## src/rtl/bnn_score_layer_if.sv

```systemverilog
// rtl/bnn_score_layer_if.sv - handshake and score bus for the BNN score layer
//
// Purpose: groups the upstream receive handshake, the downstream send
// handshake and the ten class scores into one bundle.
// Signals:
//   act_in   upstream binary activations (bit 1 = +1, bit 0 = -1)
//   rcv_ack  upstream asserts while act_in is valid
//   rcv_req  layer is ready to accept a vector
//   snd_req  downstream ready/request
//   snd_ack  layer is offering scores downstream
//   score0..score9  6-bit class scores
// Modports: master = environment side (upstream + downstream peers),
//           slave  = bnn_score_layer side.

interface bnn_score_layer_if #(
  parameter int N_IN = 32
);
  logic [N_IN-1:0] act_in;
  logic            rcv_ack;
  logic            rcv_req;
  logic            snd_req;
  logic            snd_ack;
  logic [5:0]      score0, score1, score2, score3, score4;
  logic [5:0]      score5, score6, score7, score8, score9;

  modport master (
    output act_in, rcv_ack, snd_req,
    input  rcv_req, snd_ack,
    input  score0, score1, score2, score3, score4,
    input  score5, score6, score7, score8, score9
  );

  modport slave (
    input  act_in, rcv_ack, snd_req,
    output rcv_req, snd_ack,
    output score0, score1, score2, score3, score4,
    output score5, score6, score7, score8, score9
  );
endinterface

```

## src/rtl/bnn_score_layer.sv

```systemverilog
// rtl/bnn_score_layer.sv - final binarized FC layer producing ten XNOR-popcount class scores
//
// Purpose: accepts one activation vector over rcv_req/rcv_ack, computes
// score_k = popcount(~(act ^ W_k)) for k = 0..9 against compile-time
// weights, then offers the scores downstream over snd_req/snd_ack.
// Ports:
//   clk   clock, all state changes on the rising edge
//   xrst  synchronous active-low reset
//   bus   bnn_score_layer_if.slave (act_in, rcv_ack, rcv_req, snd_req,
//         snd_ack, score0..score9)
// Configuration macro: BNN_SCORE_PARALLEL_EN
//   defined   - all ten scores computed at once, one ST_CALC cycle
//   undefined - one class per cycle, ten ST_CALC cycles (default)

module bnn_score_layer #(
  parameter int                 N_IN    = 32,
  parameter logic [10*N_IN-1:0] WEIGHTS = '0
) (
  input logic              clk,
  input logic              xrst,
  bnn_score_layer_if.slave bus
);

  typedef enum logic [2:0] {
    ST_WAIT     = 3'd0,
    ST_RCV      = 3'd1,
    ST_CALC     = 3'd2,
    ST_SND_WAIT = 3'd3,
    ST_SND      = 3'd4
  } state_t;

  state_t          r_state;
  logic [N_IN-1:0] r_act;
  logic [5:0]      r_score [10];

  // Matching-bit count; N_IN <= 63 keeps the result within 6 bits.
  function automatic logic [5:0] f_xnor_pop(input logic [N_IN-1:0] a,
                                            input logic [N_IN-1:0] w);
    logic [N_IN-1:0] m;
    logic [5:0]      c;
    m = ~(a ^ w);
    c = '0;
    for (int i = 0; i < N_IN; i++) c = c + {5'd0, m[i]};
    return c;
  endfunction

`ifdef BNN_SCORE_PARALLEL_EN
  logic [5:0] w_score [10];

  always_comb begin
    for (int k = 0; k < 10; k++) w_score[k] = f_xnor_pop(r_act, WEIGHTS[k*N_IN +: N_IN]);
  end
`else
  logic [3:0]      r_cnt;
  logic [N_IN-1:0] w_weight;
  logic [5:0]      w_score;

  // One shared popcount; the class counter selects which weight row feeds it.
  always_comb begin
    w_weight = '0;
    for (int k = 0; k < 10; k++) begin
      if (r_cnt == 4'(k)) w_weight = WEIGHTS[k*N_IN +: N_IN];
    end
  end

  assign w_score = f_xnor_pop(r_act, w_weight);
`endif

  always_ff @(posedge clk) begin
    if (!xrst) begin
      r_state <= ST_WAIT;
      r_act   <= '0;
      for (int k = 0; k < 10; k++) r_score[k] <= '0;
`ifndef BNN_SCORE_PARALLEL_EN
      r_cnt   <= '0;
`endif
    end else begin
      case (r_state)
        ST_WAIT: begin
          if (bus.rcv_ack) begin
            r_act   <= bus.act_in;
            r_state <= ST_RCV;
          end
        end
        ST_RCV: begin
          // Wait for upstream to drop ack; act_reg is not re-latched here.
          if (!bus.rcv_ack) begin
`ifndef BNN_SCORE_PARALLEL_EN
            r_cnt   <= '0;
`endif
            r_state <= ST_CALC;
          end
        end
        ST_CALC: begin
`ifdef BNN_SCORE_PARALLEL_EN
          for (int k = 0; k < 10; k++) r_score[k] <= w_score[k];
          r_state <= ST_SND_WAIT;
`else
          for (int k = 0; k < 10; k++) begin
            if (r_cnt == 4'(k)) r_score[k] <= w_score;
          end
          // Counter holds at 9 on the last write so it never leaves 0..9.
          if (r_cnt == 4'd9) r_state <= ST_SND_WAIT;
          else               r_cnt   <= r_cnt + 4'd1;
`endif
        end
        ST_SND_WAIT: begin
          if (bus.snd_req) r_state <= ST_SND;
        end
        ST_SND: begin
          if (!bus.snd_req) r_state <= ST_WAIT;
        end
        default: r_state <= ST_WAIT;
      endcase
    end
  end

  assign bus.rcv_req = (r_state == ST_WAIT);
  assign bus.snd_ack = (r_state == ST_SND);

  assign bus.score0 = r_score[0];
  assign bus.score1 = r_score[1];
  assign bus.score2 = r_score[2];
  assign bus.score3 = r_score[3];
  assign bus.score4 = r_score[4];
  assign bus.score5 = r_score[5];
  assign bus.score6 = r_score[6];
  assign bus.score7 = r_score[7];
  assign bus.score8 = r_score[8];
  assign bus.score9 = r_score[9];

endmodule

```

## src/flat_wrapper.sv

```systemverilog
// flat-port wrapper written by rule: the top's interface ports become plain ports
module bnn_score_layer_flat 
#(
  parameter int                 N_IN    = 32,
  parameter logic [10*N_IN-1:0] WEIGHTS = '0
)
  (clk, xrst, bus_act_in, bus_rcv_ack, bus_snd_req, bus_rcv_req, bus_snd_ack, bus_score0, bus_score1, bus_score2, bus_score3, bus_score4, bus_score5, bus_score6, bus_score7, bus_score8, bus_score9);
  bnn_score_layer_if #(.N_IN(N_IN)) bus_i ();
  input logic clk;
  input logic xrst;
  input wire logic [$bits(bus_i.act_in)-1:0] bus_act_in;
  input wire logic [$bits(bus_i.rcv_ack)-1:0] bus_rcv_ack;
  input wire logic [$bits(bus_i.snd_req)-1:0] bus_snd_req;
  output wire logic [$bits(bus_i.rcv_req)-1:0] bus_rcv_req;
  output wire logic [$bits(bus_i.snd_ack)-1:0] bus_snd_ack;
  output wire logic [$bits(bus_i.score0)-1:0] bus_score0;
  output wire logic [$bits(bus_i.score1)-1:0] bus_score1;
  output wire logic [$bits(bus_i.score2)-1:0] bus_score2;
  output wire logic [$bits(bus_i.score3)-1:0] bus_score3;
  output wire logic [$bits(bus_i.score4)-1:0] bus_score4;
  output wire logic [$bits(bus_i.score5)-1:0] bus_score5;
  output wire logic [$bits(bus_i.score6)-1:0] bus_score6;
  output wire logic [$bits(bus_i.score7)-1:0] bus_score7;
  output wire logic [$bits(bus_i.score8)-1:0] bus_score8;
  output wire logic [$bits(bus_i.score9)-1:0] bus_score9;
  assign bus_i.act_in = bus_act_in;
  assign bus_i.rcv_ack = bus_rcv_ack;
  assign bus_i.snd_req = bus_snd_req;
  assign bus_rcv_req = bus_i.rcv_req;
  assign bus_snd_ack = bus_i.snd_ack;
  assign bus_score0 = bus_i.score0;
  assign bus_score1 = bus_i.score1;
  assign bus_score2 = bus_i.score2;
  assign bus_score3 = bus_i.score3;
  assign bus_score4 = bus_i.score4;
  assign bus_score5 = bus_i.score5;
  assign bus_score6 = bus_i.score6;
  assign bus_score7 = bus_i.score7;
  assign bus_score8 = bus_i.score8;
  assign bus_score9 = bus_i.score9;
  bnn_score_layer #(.N_IN(N_IN), .WEIGHTS(WEIGHTS)) u_core (.clk(clk), .xrst(xrst), .bus(bus_i));
endmodule
```

## config.mk

```make
export PLATFORM = sky130hd
export DESIGN_NAME = bnn_score_layer_flat
export DESIGN_NICKNAME = d
export VERILOG_FILES = /design/src/rtl/bnn_score_layer_if.sv /design/src/rtl/bnn_score_layer.sv /design/src/flat_wrapper.sv
export SDC_FILE = /design/constraint.sdc
export NUM_CORES = 1
export LEC_CHECK = 0
export BUFFER_PORTS_ARGS = -buffer_cell sky130_fd_sc_hd__buf_2
export CORE_UTILIZATION = 50
export DETAILED_ROUTE_END_ITERATION = 10
export PLACE_DENSITY = 0.74
export SETUP_SLACK_MARGIN = 0.15
export SLEW_MARGIN = 20
export SYNTH_ARGS = -nofsm -noshare
export SYNTH_HDL_FRONTEND = slang
export SYNTH_SLANG_ARGS = --single-unit
```

## constraint.sdc

```tcl
create_clock -name clk -period 5.3 [get_ports clk]
set_clock_uncertainty 0.2 [all_clocks]
set_input_delay 0 -clock clk [delete_from_list [all_inputs] [get_ports clk]]
set_output_delay 0 -clock clk [all_outputs]
set_load 0.02 [all_outputs]
```

# Word-level counts from Yosys, hierarchy flattened
# Memory sizes are Yosys's and may differ from the RTL's.
# Cells that the tools add are included.
[totals]
reg_bits = 39
mem_bits_rw = 60
in_bits = 36
memories = 1
output_inout_bits = 62
wordCells = 132
[classes]
n_bitwise = 11
n_addsub = 32
mux = 60
n_reduce_logical = 6
eq_ne = 19
[mem_list]
columns = ["name", "depth", "width", "read_ports", "rd_clocked_by_memory_dff", "wr", "line_no", "text"]
rows = [
  ["u_core.r_score", 10, 6, 10, 0, 10, "bnn_score_layer.sv:34", "logic [5:0] r_score [10];"],
]
[op_table]
columns = ["cell", "n"]
rows = [
  ["6-bit by 1-bit adder with 6-bit output", 30],
  ["6-bit two-way mux", 10],
  ["1-bit two-way mux", 41],
  ["32-bit inverter", 1],
  ["4-bit by 3-bit == test with 1-bit output (second input constant)", 4],
  ["3-bit two-way mux", 5],
  ["3-bit one-hot mux with 5 select lines", 1],
  ["2-bit inequality test (second input constant)", 5],
  ["1-bit bitwise OR", 10],
  ["4-bit by 2-bit == test with 1-bit output (second input constant)", 2],
  ["4-bit == test (second input constant)", 2],
  ["4-bit two-way mux", 2],
  ["4-bit one-hot mux with 2 select lines", 1],
  ["3-bit by 2-bit == test with 1-bit output (second input constant)", 2],
  ["5-bit AND reduction", 1],
  ["4-bit by 1-bit adder with 4-bit output (second input constant)", 1],
  ["4-bit by 1-bit == test with 1-bit output (second input constant)", 1],
  ["4-bit logical NOT", 1],
  ["3-bit by 1-bit == test with 1-bit output (second input constant)", 1],
  ["3-bit == test (second input constant)", 1],
  ["3-bit logical NOT", 1],
  ["3-bit AND reduction", 1],
  ["1-bit by 1-bit adder with 2-bit output", 1],
  ["2-bit by 1-bit inequality test with 1-bit output (second input constant)", 1],
  ["other kinds (2)", 2],
]

# Longest topological paths before layout
# Gate-level depths: netlist (run 1).
[logic_depth]
word_depth = 33
depth_mapped = 17
mapped_depth_nobuf = 16

# Worst setup path after synthesis (run 1)
# Ideal clock, no wire load.
[synth_timing]
kind = "reg-to-reg"
start = "reg u_core.r_act[0]"
end = "mem u_core.r_score[4][4] (netlist: u_core.r_score[0][28]), data pin"
path_buffers = 0
required_ns = 4.821
slack_ns = -0.322
stages_incl_launch_ff = 14
synth_period_minus_slack_ns = 5.622
setup_ns = 0.279
t_arrival_ns = 5.143
cell_sequence = "dfxtp_1 inv_1 ha_1 fa_1 fa_1 fa_1 fa_1 fa_1 fa_1 fa_1 fa_1 a21o_1 a211oi_2 nor3_1"
[synth_lines]
columns = ["item", "line_no", "text"]
rows = [
  ["start, declared", "bnn_score_layer.sv:33", "logic [N_IN-1:0] r_act;"],
  ["start signal, assigned", "bnn_score_layer.sv:81", "r_act <= bus.act_in;"],
  ["end, declared", "bnn_score_layer.sv:34", ""],
]

==> results of run 1 <==
-- final cells by class --
| class | count | area (um2) |
|---|---|---|
| repair buffers | 143 | 942 |
| clock inverters | 7 | 96.3 |
| fillers | 680 | 3000 |
| inverters | 52 | 195 |
| flip-flops and latches | 99 | 2580 |
| clock buffers | 9 | 124 |
| well taps | 129 | 161 |
| multi-input cells | 270 | 2180 |
-- cells in the mapped netlist (all sizes together) (2+ instances only) --
| cell | number |
|---|---|
| nand2 | 77 |
| edfxtp | 60 |
| inv | 52 |
| dfxtp | 39 |
| a21boi | 33 |
| nor2 | 31 |
| fa | 24 |
| clkbuf | 20 |
| nor4 | 14 |
| ha | 12 |
| nor3 | 10 |
| nor3b | 9 |
| o21ai | 9 |
| nand3 | 8 |
| nor4b | 6 |
| buf | 5 |
| a211oi | 3 |
| nand4 | 3 |
| or2 | 3 |
| a21o | 2 |
| nand3b | 2 |
| or4b | 2 |
-- sequential cells by signal, summed over array words and instances, names as in the netlist --
name,count
u_core.r_act,32
u_core.r_score,60
u_core.r_cnt,4
u_core.r_state,3
-- through the flow --
step / utilization / total power [mW]
2_1_floorplan: - / 2.03
3_3_place_gp: 0.586 / 2.52
3_5_place_dp: 0.586 / 2.59
4_1_cts: 0.666 / 3.69
5_1_grt: 0.676 / 4.25
6_report: 0.676 / 4.05
-- critical path, stage by stage (launching register included) --
cell and delay [ps]:
dfxtp_2 350, inv_2 40, ha_4 230, fa_1 500
fa_1 440, fa_1 510, fa_1 440, fa_1 520
fa_1 440, fa_2 390, fa_2 410, a21o_4 230
a211oi_4 260, buf_6 160, nor4_1 50
-- repair_timing --
| item | 4_1_cts | 5_1_grt |
|---|---|---|
| hold endpoints to repair | 37 | 0 |
| hold buffers | 34 | 0 |
| pin swaps | 7 | 7 |
| setup endpoints to repair | 48 | 49 |
| setup buffers | 2 | 1 |
| resized for setup | 31 | 18 |
| gates cloned | 3 | 0 |
-- layout by cell type, fill, tap and decap left out, types with 10 or more instances in the layout --
cell type	instances
inv_1	51
a21boi_1	26
fa_1	22
edfxtp_1	60
dlygate4sd3_1	34
nand2_1	76
nor4_1	10
nor2_1	21
nor3_1	10
dfxtp_1	37
buf_2	97
-- power by group --
group	internal, mW	total (mW)	switching [mW]
clock	0.269	0.543	0.274
combinational	1.18	2.63	1.46
sequential	0.853	0.873	0.0203
total	2.30	4.05	1.75
-- worst min-delay path by stage --
stage                   startpoint               end  slack, ps  cells past startpoint
floorplan            bus_act_in[0]   u_core.r_act[0]        -70                      2
global placement    bus_act_in[10]  u_core.r_act[10]         40                      3
detailed placement   bus_act_in[0]   u_core.r_act[0]         40                      3
CTS                           xrst   u_core.r_cnt[2]        100                      2
global route         bus_act_in[1]   u_core.r_act[1]        190                      4
finish                        xrst   u_core.r_cnt[2]        140                      2
-- kinds of logic after synthesis --
| kind of cell | count (synthesis) | synth area share |
|---|---|---|
| AOI/OAI and AO/OA | 58 | 0.0896 |
| xor gates and xnor gates | 1 | 0.00182 |
| adders and majority gates | 36 | 0.131 |
| buffers and inverters | 77 | 0.0608 |
| DFF | 99 | 0.536 |
| muxes | 1 | 0.00208 |
| and+or+nand+nor | 173 | 0.179 |
-- per-layer routing --
| layer | share of wire | wire length [um] | track usage | vias to the layer above |
|---|---|---|---|---|
| met5 | 0 | 0 | 0 | - |
| met4 | 0.014 | 151 | 0.0836 | 0 |
| met3 | 0.060 | 664 | 0.0481 | 13 |
| met2 | 0.48 | 5260 | 0.367 | 130 |
| met1 | 0.45 | 4930 | 0.315 | 1757 |
| li1 | - | - | - | 1759 |
==> results.md, run 1 <==
* Core Rows at 35
* End of the critical path: u_core.r_score[0][22]
* Clock Path Buffers at 2
* Final net count at 647
* Buffers on Ports at between 90 and 100
* DP HPWL at 7.31 mm
* TritonCTS clock tree: yes
* Worst-Skew Late Latency at 370 ps
* Largest net degree at the start of global routing at 63
* Asr flop ratio synth at 0
* Setup slack, reg-to-reg at -130 ps
* Required @ worst endpoint at about 5200 ps
* # DRC at 0
* Critical R2R Capture: u_core.r_score[0][22]
* Sequential share of the synthesized area at 0.536
* Area grow syn2layout at 30.4%
* Final hold vios at 0
* CTS HTree Levels at 3
* CP Capture Type: flop
* Dpl ws at -237 ps
* All-Layer GR Usage at 0.231
* Reg-to-Reg Start: u_core.r_act[0]
* Core area at just over 0.009 mm2
* Post-layout min period at 5430 ps
* DIE WIDTH at 100 um
* Crit Path Class: reg -> reg
* DIE AREA at 0.0100 mm2
* DRT antenna net count at 0
* I/O Pins at 98
* Power density of the placed cells at ~640 mW/mm2
* Final hold slack at 144 ps
* Top_reg_cell synth: edfxtp_1
* Largest cells by area after synthesis: edfxtp_1 (37%), dfxtp_1 (16%), fa_1 (10%), nand2_1 (6.0%), a21boi_1 (4.1%)
* Routed WL at ~11 mm
* Avg Inst Size Synth at 10.8 um2
* Via density at 5.16
* Least-Margin Pin Slew at 1070 ps
* RSZ-0062 raised after global routing: true
* Failing checks: negative setup slack
* Clock slew at reported path FFs at roughly 100 ps
* Syn Inst Count at 445
* Final Cycle Share at 1.02
* Final Worst Setup Slack at -128 ps
* # diodes at 0
* Share of cells above drive strength 1 at 0.291
* Cell Area, Placed at 0.00544 mm2
* DR WL/cell at 15.5 um
* Post-Layout Cell Count at 709
* YS warnings at 0
* Drt pass-1 iters at 4
* Synthesized area at 0.00482 mm2
* Via count at about 3700
* First-pass GRT wire length at between 15 and 20 mm
* Placed cell count at approximately 650
* Peak supply drop at 0.644 mV
* Synthesis-stage register bit count at 99
* CTS root buf: clkbuf_8
* # clock sinks at 99
* Synth Net Count at 517
* Reg2reg path depth at 14
* Worst Path Max Fanout at 5
* Num CTS Buffers at 9
* Synth cell types at 50
* Leakage at 2.46 nW
* Setup crit start kind: flop
* Synth top area share at 0.374
* Max Clock Freq at 184 MHz
* 1st-iter DRT viols at 239
* Crit path from: u_core.r_act[0]
* Fin. max-slew vios at 0
* Maxcap violations at 0
* Final Setup Violations at 20
* EDFF count, synth at 60
* Max_slew headroom at 0.289
* Starting Density at 0.519
* Die H at ~100 um
* Worst Hold Class: in -> reg
* GR Overflow Total at 0
* Vias in the first global route at roughly 3600
* GP Congestion at 0.815
* Largest area contributor in the netlist: edfxtp_1
* Setup TNS at -1710 ps
* Final Cell Area at 0.00628 mm2
* Crit path DAT at 5330 ps
* Initial antenna violation count at 0
* Status: finished with violations
Note: power is estimated with default switching activity, not from simulation.
==> run 2: changes to the inputs <==
--- a/config.mk
+++ b/config.mk
@@ -10,6 +10,7 @@
 export DETAILED_ROUTE_END_ITERATION = 10
 export PLACE_DENSITY = 0.74
 export SETUP_SLACK_MARGIN = 0.15
+export SKIP_LAST_GASP = 1
 export SLEW_MARGIN = 20
 export SYNTH_ARGS = -nofsm -noshare
 export SYNTH_HDL_FRONTEND = slang
==> constraint.sdc (replaced) <==
create_clock -name clk -period 4.8 [get_ports clk]
set_clock_uncertainty 0.2 [all_clocks]
set_input_delay 0 -clock clk [delete_from_list [all_inputs] [get_ports clk]]
set_output_delay 0 -clock clk [all_outputs]
set_load 0.02 [all_outputs]
==> run 2 against run 1 <==
Net effect: the run still ends with negative setup slack left; fmax is 0.96% lower; global-route usage decreased by 0.054 points; sequential cell count did not move; final area up 0.50%; critical path type unchanged.
==> results.md, run 2 (synthesis gave the netlist of run 1 again) <==
* Status: finished with violations (unchanged)
* Failing checks: negative setup slack (unchanged)
* All-Layer GR Usage at 0.230 (was 0.231)
* Share of cells above drive strength 1 at 0.307 (was 0.291)
* Clock slew at reported path FFs at 100 ps (about the same)
* Critical R2R Capture: u_core.r_score[0][40] (was u_core.r_score[0][22])
* Most frequent cells in the layout: buf_2 (97), nand2_1 (75), edfxtp_1 (60) (was buf_2 (97), nand2_1 (76), edfxtp_1 (60))
* Max Clock Freq at 182 MHz (was 184 MHz)
* Clock Path Buffers at 2 (unchanged)
* First-pass GRT wire length at 17.6 mm (was 17.8 mm)
* Final Cycle Share at 1.14 (was 1.02)
* I/O Pins at 98 (unchanged)
* Largest net degree at the start of global routing at 63 (unchanged)
* Least-Margin Pin Slew at 1100 ps (was 1070 ps)
* Buffers on Ports at 97 (unchanged)
* Endpoint, Worst Hold: u_core.r_cnt[2] (unchanged)
* Final Worst Setup Slack at -681 ps (was -128 ps)
* CP Capture Type: flop (unchanged)
* Worst Path Max Fanout at 5 (unchanged)
* Area grow syn2layout at 31.0% (was 30.4%)
* Required @ worst endpoint at 4700 ps (was 5200 ps)
* Commonest non-fill, non-tap cell in the layout: buf_2 (unchanged)
* Maxcap violations at 0 (unchanged)
* Final net count at 650 (was 647)
* CTS HTree Levels at 3 (unchanged)
* Critical path's slowest cell: fa_1 (unchanged)
* Drt pass-1 iters at 6 (was 4)
* Reg2reg path depth at 14 (unchanged)
* Final Setup Violations at 50 (was 20)
* Max_slew headroom at 0.268 (was 0.289)
* GP Congestion at 0.772 (was 0.815)
* Starting Density at 0.519 (unchanged)
* Routed WL at 11.3 mm (was 11.0 mm)
* Setup crit start kind: flop (unchanged)
* # diodes at 0 (unchanged)
* Largest regs: u_core.r_score (60), u_core.r_act (32), u_core.r_cnt (4) (unchanged)
* Setup slack, reg-to-reg at -680 ps (was -130 ps)
* # clock sinks at 99 (unchanged)
* Initial antenna violation count at 0 (unchanged)
* Leakage at 2.47 nW (was 2.46 nW)
* CP bufs+invs at 2 (unchanged)
* Crit path DAT at 5380 ps (was 5330 ps)
* Cell repeated most along the worst path: fa_1 (unchanged)
* Num CTS Buffers at 9 (unchanged)
* Core area at 0.00928 mm2 (unchanged)
* Top delay family on crit path: adder cells (unchanged)
* Worst path cell trace: inv_2 > ha_4 > fa_1 > fa_1 > fa_1 > fa_1 > fa_1 > fa_1 > fa_2 > fa_2 > a21o_4 > a211oi_4 > buf_6 > nor4_2 (was inv_2 > ha_4 > fa_1 > fa_1 > fa_1 > fa_1 > fa_1 > fa_1 > fa_2 > fa_2 > a21o_4 > a211oi_4 > buf_6 > nor4_1)
* CTS root buf: clkbuf_8 (unchanged)
* Fin. max-slew vios at 0 (unchanged)
* Final hold vios at 0 (unchanged)
* Power density of the placed cells at 679 mW/mm2 (was 645 mW/mm2)
* Core Rows at 35 (unchanged)
* Largest register FFs at 60 (unchanged)
* Vias in the first global route at 3575 (was 3626)
* Post-Layout Cell Count at 712 (was 709)
* DR WL/cell at 15.8 um (was 15.5 um)
* Crit Path Class: reg -> reg (unchanged)
* Placed cell count at 655 (was 653)
* Layout Utilization at 0.680 (was 0.676)
* Post-layout min period at 5480 ps (was 5430 ps)
* Worst Hold Class: in -> reg (unchanged)
* Largest Register: u_core.r_score (unchanged)
* Via density at 5.26 (was 5.16)
* Peak supply drop at 0.519 mV (was 0.644 mV)
* DP HPWL at 7.51 mm (was 7.31 mm)
* GR Overflow Total at 0 (unchanged)
* TritonCTS clock tree: yes (unchanged)
* DIE WIDTH at 100 um (unchanged)
* RSZ-0062 raised after global routing: true (unchanged)
* 1st-iter DRT viols at 224 (was 239)
* # DRC at 0 (unchanged)
* Slowest stage delay, CP at 520 ps (about the same)
* Worst Hold Path Cells at 2 (unchanged)
* DRT antenna net count at 0 (unchanged)
* Via count at 3748 (was 3659)
* Reg-to-Reg Start: u_core.r_act[0] (unchanged)
* HP Start: xrst (unchanged)
* Worst-Skew Late Latency at 370 ps (about the same)
* DIE AREA at 0.0100 mm2 (unchanged)
* Die H at 100 um (unchanged)
[run 2: per-layer routing]
metal / up-vias / global-route usage / wire length, um
met5: - / 0 / 0
met4: 0 / 0.0992 / 173
met2: 153 / 0.367 / 5640
li1: 1768 / - / -
met3: 13 / 0.0355 / 641
met1: 1814 / 0.315 / 4830
[run 2: where the power goes]
part	internal (mW)	switching [mW]	total, mW
clock network	0.204	0.328	0.531
registers	0.942	0.0236	0.965
logic	1.20	1.59	2.79
[run 2: how the worst max path moves through the flow]
stage | from | to | slack, ps | cells past startpoint
final | u_core.r_act[0] | u_core.r_score[0][40] | -680 | 14
after CTS | u_core.r_act[0] | u_core.r_score[0][16] | -560 | 14
after detailed placement | u_core.r_act[1] | u_core.r_score[0][16] | -740 | 13
after global routing | u_core.r_act[0] | u_core.r_score[0][4] | -760 | 14
after global placement | u_core.r_act[0] | u_core.r_score[0][4] | -570 | 13
after floorplan | u_core.r_act[0] | u_core.r_score[0][10] | -500 | 14
[run 2: area by class of cell]
| cell class | count | area [um2] |
|---|---|---|
| clock inverters | 7 | 65.1 |
| well taps | 129 | 161 |
| fillers | 666 | 2970 |
| multi-input cells | 270 | 2220 |
| clock buffers | 9 | 124 |
| inverters | 52 | 195 |
| repair buffers | 146 | 961 |
| flip-flops and latches | 99 | 2580 |
[run 2: per-stage QoR]
| stage | power, mW | setup TNS (ps) | hold slack (ps) | instance area, um2 | worst slack (ps) |
|---|---|---|---|---|---|
| floorplan | 2.28 | -14480 | -72.7 | 4850 | -497 |
| global placement | 2.87 | -20850 | 38.8 | 5470 | -573 |
| detailed placement | 2.96 | -25720 | 38.6 | 5470 | -741 |
| CTS | 3.94 | -20740 | 144 | 6190 | -560 |
| global route | 4.50 | -31140 | 195 | 6310 | -760 |
| finish | 4.29 | -26310 | 174 | 6310 | -681 |
[run 2: repair_timing]
| item | CTS | global route |
|---|---|---|
| buffers inserted | 2 | 3 |
| endpoints found under the hold margin | 37 | 0 |
| pin swaps | 12 | 8 |
| endpoints found under the setup margin | 60 | 60 |
| gates cloned | 2 | 0 |
| hold buffers | 34 | 0 |
| gates resized for setup | 32 | 20 |
